File: src/rtl/operand_fetch.sv
// operand_fetch: decodes an instruction, reads/forwards two operands from a 16x32 RF, holds them for the ALU.
// Define OPERAND_FETCH_ZERO_REG_EN to make register 0 a hardwired zero.
module operand_fetch #(
  parameter int NREGS = 16,
  parameter int XLEN = 32
) (
  input  logic                       clk,
  input  logic                       reset,
  input  logic                       in_valid,
  output logic                       in_ready,
  input  logic [31:0]                in_instr,
  output logic                       out_valid,
  input  logic                       out_ready,
  output logic [3:0]                 opcode,
  output logic [XLEN-1:0]            reg2,
  output logic [XLEN-1:0]            reg3,
  output logic [$clog2(NREGS)-1:0]   rd,
  input  logic                       wb_en,
  input  logic [$clog2(NREGS)-1:0]   wb_addr,
  input  logic [XLEN-1:0]            wb_data
);
  localparam int AW = $clog2(NREGS);
  logic [XLEN-1:0] rf [NREGS];
  logic [AW-1:0] rs2, rs3, h_rs2, h_rs3;
  logic imm, h_imm, accept, wr_ok;
  logic [XLEN-1:0] rf2, rf3, op2, op3;
  assign rs2 = in_instr[20 +: AW];
  assign rs3 = in_instr[16 +: AW];
  assign imm = in_instr[15];
  assign in_ready = !out_valid || out_ready;
  assign accept = in_valid && in_ready;
`ifdef OPERAND_FETCH_ZERO_REG_EN
  assign wr_ok = wb_en && wb_addr != '0;
  assign rf2 = rs2 == '0 ? '0 : rf[rs2];
  assign rf3 = rs3 == '0 ? '0 : rf[rs3];
`else
  assign wr_ok = wb_en;
  assign rf2 = rf[rs2];
  assign rf3 = rf[rs3];
`endif
  // a write landing in the accept cycle must win over the stale RF copy
  assign op2 = wr_ok && wb_addr == rs2 ? wb_data : rf2;
  assign op3 = imm ? {{(XLEN-15){in_instr[14]}}, in_instr[14:0]} :
               wr_ok && wb_addr == rs3 ? wb_data : rf3;
  always_ff @(posedge clk) begin
    if (reset) begin
      for (int i = 0; i < NREGS; i++) rf[i] <= '0;
      out_valid <= 1'b0;
      opcode <= '0;
      reg2 <= '0;
      reg3 <= '0;
      rd <= '0;
      h_rs2 <= '0;
      h_rs3 <= '0;
      h_imm <= 1'b0;
    end else begin
      if (wr_ok) rf[wb_addr] <= wb_data;
      if (accept) begin
        out_valid <= 1'b1;
        opcode <= in_instr[31:28];
        rd <= in_instr[24 +: AW];
        reg2 <= op2;
        reg3 <= op3;
        h_rs2 <= rs2;
        h_rs3 <= rs3;
        h_imm <= imm;
      end else if (out_ready) begin
        out_valid <= 1'b0;
      end else if (out_valid && wr_ok) begin
        if (wb_addr == h_rs2) reg2 <= wb_data;
        if (!h_imm && wb_addr == h_rs3) reg3 <= wb_data;
      end
    end
  end
endmodule

File: config.mk
export PLATFORM = sky130hd
export DESIGN_NAME = operand_fetch
export DESIGN_NICKNAME = d
export VERILOG_FILES = /design/src/rtl/operand_fetch.sv
export SDC_FILE = /design/constraint.sdc
export NUM_CORES = 1
export LEC_CHECK = 0
export CORE_MARGIN = 2
export CORE_UTILIZATION = 30
export CTS_CLUSTER_SIZE = 40
export DETAILED_ROUTE_END_ITERATION = 7
export PLACE_DENSITY = 0.47
export SETUP_SLACK_MARGIN = 0.4
export SKIP_CTS_REPAIR_TIMING = 1
export SLEW_MARGIN = 40
export SYNTH_ARGS = -nofsm -noshare
export SYNTH_HDL_FRONTEND = slang
export SYNTH_SLANG_ARGS = --single-unit
File: constraint.sdc
create_clock -name clk -period 13.4 [get_ports clk]
set_clock_uncertainty 0.15 [all_clocks]
set_input_delay 2.68 -clock clk [delete_from_list [all_inputs] [get_ports clk]]
set_output_delay 2.68 -clock clk [all_outputs]
set_load 0.05 [all_outputs]
==> results of run 1 <==
[cell families after synthesis]
| family | Yosys count | synth area share [%] |
|---|---|---|
| AO/OA/AOI/OAI | 291 | 7.04 |
| XOR/XNOR | 16 | 0.457 |
| buffers and inverters | 273 | 4.15 |
| flip-flops | 594 | 55.5 |
| multiplexers | 302 | 20.3 |
| AND/OR/NAND/NOR | 696 | 12.6 |
[worst min-delay path by stage]
| stage | start | to | slack (ns) | cells past startpoint |
|---|---|---|---|---|
| final | reg3[24]$_SDFFE_PP0P_ | reg3[24]$_SDFFE_PP0P_ | 0.31 | 2 |
| after global routing | rd[0]$_SDFFE_PP0N_ | rd[0]$_SDFFE_PP0N_ | 0.33 | 2 |
| after CTS | opcode[2]$_SDFFE_PP0N_ | opcode[2]$_SDFFE_PP0N_ | 0.31 | 2 |
| after detailed placement | reg3[29]$_SDFFE_PP0P_ | reg3[29]$_SDFFE_PP0P_ | 0.31 | 2 |
| after global placement | opcode[2]$_SDFFE_PP0N_ | opcode[2]$_SDFFE_PP0N_ | 0.30 | 2 |
| after floorplan | h_rs2[2]$_SDFFE_PP0N_ | h_rs2[2]$_SDFFE_PP0N_ | 0.30 | 2 |
[cell usage after synthesis (all sizes together), types with 3 or more instances]
cell type	count
o21ai	30
mux2i	46
a21oi	47
a221oi	18
clkbuf	161
nor3	175
a211oi	65
nor2b	35
and2	304
nand2	90
edfxtp	512
xor2	8
nor4	43
xnor2	8
mux4	256
a41oi	18
buf	93
a221o	46
a22oi	64
nor2	34
dfxtp	82
nand2b	3
or2	4
nand4	4
inv	19
[metrics by stage]
step / cell area, sq um / setup slack, ns / utilization (%)
after floorplan: 30700 / 7.01 / -
after global placement: 33400 / 6.23 / 32.9
after detailed placement: 33500 / 6.29 / 33.0
after CTS: 35900 / 6.28 / 35.3
after global routing: 35900 / 6.21 / 35.3
final: 35900 / 6.27 / 35.4
[power by group through the flow]
stage / sequential [mW] / combinational [mW] / clock, mW
floorplan: 2.27 / 0.354 / 0
global placement: 2.22 / 0.649 / 0
detailed placement: 2.22 / 0.656 / 0
CTS: 2.19 / 0.658 / 2.02
global route: 2.20 / 0.689 / 2.09
finish: 2.19 / 0.656 / 1.99
[metal layers]
layer,track usage [%],vias up,share of wire [%]
met3,4.25,207,7.6
met2,34.7,933,47
met4,6.82,4,3.3
li1,-,8661,-
met1,28.5,11100,42
met5,0,-,0.020
[area by class of cell]
class                           instances  share of cell area [%]
Timing Repair Buffer                  224                    5.94
Clock buffer                          100                    5.74
Sequential cell                       594                    47.4
Inverter                               19                   0.199
Tap cell                             1368                    4.77
Clock inverter                         34                   0.812
Multi-Input combinational cell       1305                    35.1
Antenna cell                            2                  0.0139
[state kept, by name, summed over array words and instances, names as in the netlist]
| name | flops |
|---|---|
| rd | 4 |
| reg2 | 32 |
| rf | 512 |
| out_valid | 1 |
| h_rs3 | 4 |
| h_rs2 | 4 |
| h_imm | 1 |
| reg3 | 32 |
| opcode | 4 |
[worst max-delay path, cell delays in order]
cell and delay (ns):
clkdlybuf4s50_1 0.42, nor2b_1 0.32, inv_1 0.15, clkdlybuf4s50_1 0.73
==> qor.txt, run 1 <==
status: finished, final reports clean
Initial Util: 30.2%
Pwr Total: 4.83 mW
EDFF count, synth: 512
DR iter-0 viols: 2124
Critical Path Sink: in_ready
leakage power: 11.7 nW
Post-Syn Instances: 2172
smallest hold slack: 0.306 ns
layout cell share with drive strength beyond 1: 21.5%
Yosys reg bits: 594
most common cell after layout, fill and taps aside: edfxtp_1
Synth-to-Final Area Change: 17.1%
Reg2Reg Launch Point: out_valid$_SDFFE_PP0P_
vias in the first global route: 21500
synth top area cells: edfxtp_1 (50%), mux4_2 (19%), and2_1 (6.2%)
clock power share: 41.2%
vias per cell: 5.73
grt ovf: 0
sw frac: 26.6%
area share of the largest cell type after synthesis: 50.1%
port bufs: 146
Sink Count: 594
clk_lat worst skew: 0.63 ns
CTS tree: built
Worst Max-Slew Pin Slew: 0.863 ns
fmax: 140 MHz
r2r setup slk: 10.30 ns
Top Ports: 147
Hold WC Path Type: reg2reg
row count: 117
CTS buffer count: 73
1st-pass router iterations: 6
Final Hold Viols: 0
Worst setup SP type: input port
core area: 0.102 sq mm
average size of a mapped cell: 14.1 sq um
final slew viol count: 0
final setup TNS: 0 ns
power share of the combinational group: 13.6%
Syn Std Cell Area: 0.0307 sq mm
Non-Filler Instances: 3646
crit end category: output port
RSZ-0062 raised after global routing: no
DRC viols: 0
largest area contributor in the netlist: edfxtp_1
CP Data Required Time: 10.57 ns
Post-DRT Antenna Nets: 0
RD Place Congestion: 0.751
CTS Root Buffer Type: clkbuf_16
Tmin final: 7.13 ns
Final setup viols: 0
sequential fraction of the synthesis area: 55.5%
Psw: 1.28 mW
most frequent cells in the layout: edfxtp_1 (512), and2_1 (302), mux4_2 (256)
first-pass GRT wire length: 159000 microns
Yosys cell types: 42
DRT Wirelength: 112000 microns
GRT Total Usage: 21.3%
Top FF cell, synth: edfxtp_1
Fillers: 9791
H-tree depth: 3
nets@finish: 2290
total die area: 0.105 sq mm
max_slew headroom: 42.5%
die height: 324 microns
FF+latch area: 0.0170 sq mm
Max clock buf depth: 3
PD cells: 135 mW/mm^2
CP Launch Point: out_ready
Seq pwr share: 45.2%
FF-to-FF End: reg2[3]$_SDFFE_PP0P_
Post-synth ARST share: 0%
vias: 20900
die width: 324 microns
Tcrit/Tclk final: 53.2%
footprint of the multi-input gates: 0.0126 sq mm
dpl cells: 3510
CTS clock-pin slew for the worst setup and hold paths: 0.06 ns
HPWL Detailed: 64800 microns
Worst Reg-to-Reg Cells: 7
worst endpoint data arrival time: 4.30 ns
yosys warns: 0
Crit Path Category: in2out
antenna violations before repair: 3
largest net degree at the start of global routing: 63
Max IR drop VDD: 74.0 uV
MaxCap Viol Count: 0
routed len/inst: 30.6 microns
internal power: 3.55 mW
Mapped Nets: 2245
crit path max fanout: 3
Note: power is estimated with default switching activity, not from simulation.
==> run 2, diff against run 1 <==
- clock period: 13.4 -> 7.2 ns (I/O delays scaled with it)
==> qor.txt, run 2 (synthesis results as in run 1) <==
status: finished, final reports clean
Final Hold Viols: 0
CTS clock-pin slew for the worst setup and hold paths: 0.05 ns
first-pass GRT wire length: 154000 microns
Post-DRT Antenna Nets: 0
largest net degree at the start of global routing: 69
CTS tree: built
Max IR drop VDD: 146 uV
Largest Register: rf
Max clock buf depth: 3
DR iter-0 viols: 2316
sw frac: 26.4%
GRT Total Usage: 20.7%
MaxCap Viol Count: 0
Initial Util: 30.2%
CTS Root Buffer Type: clkbuf_16
clk_lat worst skew: 0.62 ns
Tmin final: 4.66 ns
final setup TNS: 0 ns
core area: 0.102 sq mm
Top Ports: 147
CP Data Required Time: 5.61 ns
largest registers: rf x512, reg2 x32, reg3 x32
vias per cell: 5.58
DRC viols: 0
nets@finish: 2288
most frequent cells in the layout: edfxtp_1 (512), and2_1 (302), mux4_2 (256)
1st-pass router iterations: 5
RSZ-0062 raised after global routing: no
Tcrit/Tclk final: 64.7%
worst endpoint data arrival time: 3.07 ns
HPWL Detailed: 67100 microns
Final setup viols: 0
Hold WC Path Type: reg2reg
routed len/inst: 29.9 microns
grt ovf: 0
power share of the combinational group: 13.7%
Worst setup SP type: input port
max FFs per register: 512
row count: 117
Worst Max-Slew Pin Slew: 0.822 ns
max_slew headroom: 45.0%
die height: 324 microns
placed inst area: 0.0337 sq mm
Synth-to-Final Area Change: 17.4%
clock power share: 40.7%
crit end category: output port
final slew viol count: 0
Psw: 2.36 mW
crit path max fanout: 3
port bufs: 146
Crit Path Category: in2out
Seq pwr share: 45.6%
total die area: 0.105 sq mm
vias: 20300
antenna violations before repair: 6
DRT Wirelength: 109000 microns
most common cell after layout, fill and taps aside: edfxtp_1
CTS buffer count: 70
fmax: 215 MHz
fin area: 0.0360 sq mm
die width: 324 microns
RD Place Congestion: 0.777
H-tree depth: 3
internal power: 6.58 mW
Sink Count: 594
vias in the first global route: 20800
PD cells: 248 mW/mm^2
leakage power: 11.8 nW
r2r setup slk: 4.48 ns
layout cell share with drive strength beyond 1: 21.6%
==> run 2: cell count changes in the layout (fill, tap and decap cells not counted), sizes merged <==
cell           previous run  this run
clkdlybuf4s50           137       135
clkinvlp                  1         2
diode                     2         1
clkbuf                  100        92
bufinv                    5         7
buf                      87        90
==> run 2: final cells by class <==
| cell class | instances | area [sq um] |
|---|---|---|
| antenna | 1 | 2.50 |
| clock buffer | 92 | 1940 |
| clock inverter | 37 | 369 |
| fill | 9851 | 65600 |
| inverter | 19 | 73.8 |
| multi-input combinational | 1305 | 12600 |
| sequential | 594 | 17000 |
| tap | 1368 | 1710 |
| timing repair buffer | 225 | 2260 |
==> run 2: worst paths after layout <==
kind | startpoint | end | cells past startpoint
worst max-delay path | out_ready | in_ready | 4
worst min-delay path | opcode[2]$_SDFFE_PP0N_ | opcode[2]$_SDFFE_PP0N_ | 2
worst min register to register | opcode[2]$_SDFFE_PP0N_ | opcode[2]$_SDFFE_PP0N_ | 2
worst max register to register | out_valid$_SDFFE_PP0P_ | reg2[29]$_SDFFE_PP0P_ | 7
==> run 2: worst max-delay path, cell delays in order <==
cell,delay (ns)
clkdlybuf4s50_1,0.42
nor2b_1,0.33
inv_1,0.15
clkdlybuf4s50_1,0.73
==> run 2: through the flow <==
stage	util [%]	hold WS, ns	power, mW	cells	worst slack [ns]
after global placement	32.8	0.299	5.34	3494	2.25
after global routing	35.4	0.336	9.22	3640	2.44
after detailed placement	33.1	0.301	5.38	3510	2.36
after CTS	35.4	0.311	9.02	3639	2.54
after floorplan	-	0.298	4.88	2172	2.05
final	35.4	0.306	8.94	3641	2.54
==> run 2: layer usage <==
layer | vias to the layer above | GRT usage, % | share of wire (%)
li1 | 8662 | - | -
met1 | 10700 | 28.2 | 43
met2 | 791 | 33.7 | 48
met3 | 160 | 3.30 | 6.3
met4 | 6 | 6.65 | 3.2
met5 | - | 0 | 0.032
==> run 2: power by group through the flow <==
stage               logic [mW]  clock network, mW  registers (mW)
global placement          1.20                  0            4.14
detailed placement        1.23                  0            4.15
global route              1.29               3.83            4.10
finish                    1.22               3.64            4.08
CTS                       1.23               3.71            4.08
floorplan                0.658                  0            4.23
==> run 3, diff against run 2 <==
- PLACE_DENSITY: 0.47 -> 0.49
- clock period: 7.2 -> 4.1 ns (I/O delays scaled with it)
==> qor.txt, run 3 (synthesis results as in run 1) <==
status: finished, final reports clean
Final setup viols: 0
Worst setup SP type: input port
top routing layer used: met5
max FFs per register: 512
Tmin final: 3.40 ns
DRT Wirelength: 109000 microns
fin area: 0.0362 sq mm
largest stage delay on the critical path: 0.72 ns
Crit path top cell by count: clkdlybuf4s50_1
crit path max fanout: 3
crit path cell chain: clkdlybuf4s50_1, nor2b_1, inv_1, clkdlybuf4s50_1
sw frac: 26.5%
smallest hold slack: 0.309 ns
WL met1: 44400 microns
CTS Root Buffer Type: clkbuf_16
MaxCap Viol Count: 0
Fillers: 9823
max_slew headroom: 53.1%
Tcrit/Tclk final: 83.0%
final setup margin: 0.697 ns
nets@finish: 2325
worst endpoint data arrival time: 2.43 ns
HPWL Detailed: 67100 microns
first-pass GRT wire length: 156000 microns
hold_sp: rd[1]$_SDFFE_PP0N_
Sink Count: 594
PD cells: 431 mW/mm^2
largest net degree at the start of global routing: 66
die width: 324 microns
largest registers: rf x512, reg2 x32, reg3 x32
vias per cell: 5.65
core area: 0.102 sq mm
most common cell after layout, fill and taps aside: edfxtp_1
CTS clock-pin slew for the worst setup and hold paths: 0.06 ns
DRC viols: 0
leakage power: 11.9 nW
RSZ-0062 raised after global routing: no
CP Data Required Time: 3.13 ns
Largest Register: rf
power share of the combinational group: 14.0%
placed inst area: 0.0339 sq mm
row count: 117
Seq pwr share: 45.8%
Util after Layout: 35.6%
Max clock buf depth: 3
layout cell share with drive strength beyond 1: 22.3%
Initial Util: 30.2%
Reg2Reg Launch Point: out_valid$_SDFFE_PP0P_
die height: 324 microns
Final Hold Viols: 0
vias in the first global route: 21700
clk_lat worst skew: 0.62 ns
grt ovf: 0
total die area: 0.105 sq mm
RD Place Congestion: 0.809
Synth-to-Final Area Change: 18.0%
metal2 WL: 52100 microns
DR iter-0 viols: 2435
Psw: 4.12 mW
WP buf/inv: 3
most frequent cells in the layout: edfxtp_1 (512), and2_1 (302), mux4_2 (256)
clock power share: 40.2%
crit end category: output port
Non-Filler Instances: 3679
delay-heaviest family, CP: buffers and inverters
CP Launch Point: out_ready
Hold WC Path Type: reg2reg
1st-pass router iterations: 5
H-tree depth: 3
Post-DRT Antenna Nets: 0
port bufs: 146
CP max-delay cell: clkdlybuf4s50_1
CTS tree: built
Crit Path Category: in2out
final slew viol count: 0
routed len/inst: 29.6 microns
final setup TNS: 0 ns
met3 WL post-DR: 8250 microns
Max IR drop VDD: 295 uV
internal power: 11.5 mW
fmax: 294 MHz
antenna violations before repair: 4
dpl cells: 3546
GRT Total Usage: 20.8%
Top Ports: 147
Pwr Total: 15.6 mW
Worst Max-Slew Pin Slew: 0.702 ns
dpl ws: 0.341 ns
CTS buffer count: 72
vias: 20800
[run 3: changes by cell type in the layout (fill, tap and decap cells not counted), sizes merged]
cell	delta
inv	-1
clkdlybuf4s50	+2
clkbuf	+11
clkinvlp	-1
bufinv	-4
buf	+31
[run 3: cell type report]
| type | count | area, sq um | share of cell area (%) |
|---|---|---|---|
| antenna | 1 | 2.50 | 0.00691 |
| inverter | 19 | 71.3 | 0.197 |
| clock inverter | 31 | 220 | 0.608 |
| tap | 1368 | 1710 | 4.73 |
| sequential | 594 | 17000 | 47.0 |
| clock buffer | 101 | 2050 | 5.66 |
| timing repair buffer | 260 | 2520 | 6.97 |
| multi-input combinational | 1305 | 12600 | 34.8 |
[run 3: worst paths after layout]
path | endpoint | slack (ns) | cells after the start
max | in_ready | 0.70 | 4
min | rd[1]$_SDFFE_PP0N_ | 0.31 | 2
max reg2reg | reg2[30]$_SDFFE_PP0P_ | 1.59 | 7
min reg2reg | rd[1]$_SDFFE_PP0N_ | 0.31 | 2
[run 3: worst min-delay path: stages (launching register included)]
cell and delay [ns]:
dfxtp_1 0.31, nand2_1 0.05, a21oi_1 0.05
[run 3: routing by layer]
metal  global-route usage, %  vias up
met5                       0        -
met4                    8.20        6
met3                    3.86      216
met2                    33.8      911
met1                    27.5    10900
li1                        -     8734
[run 3: power groups by stage]
stage               Combinational (mW)  Sequential, mW  Clock (mW)
detailed placement                2.18            7.27           0
global placement                  2.16            7.23           0
CTS                               2.18            7.14        6.36
global route                      2.29            7.18        6.59
floorplan                         1.16            7.41           0
finish                            2.18            7.14        6.27
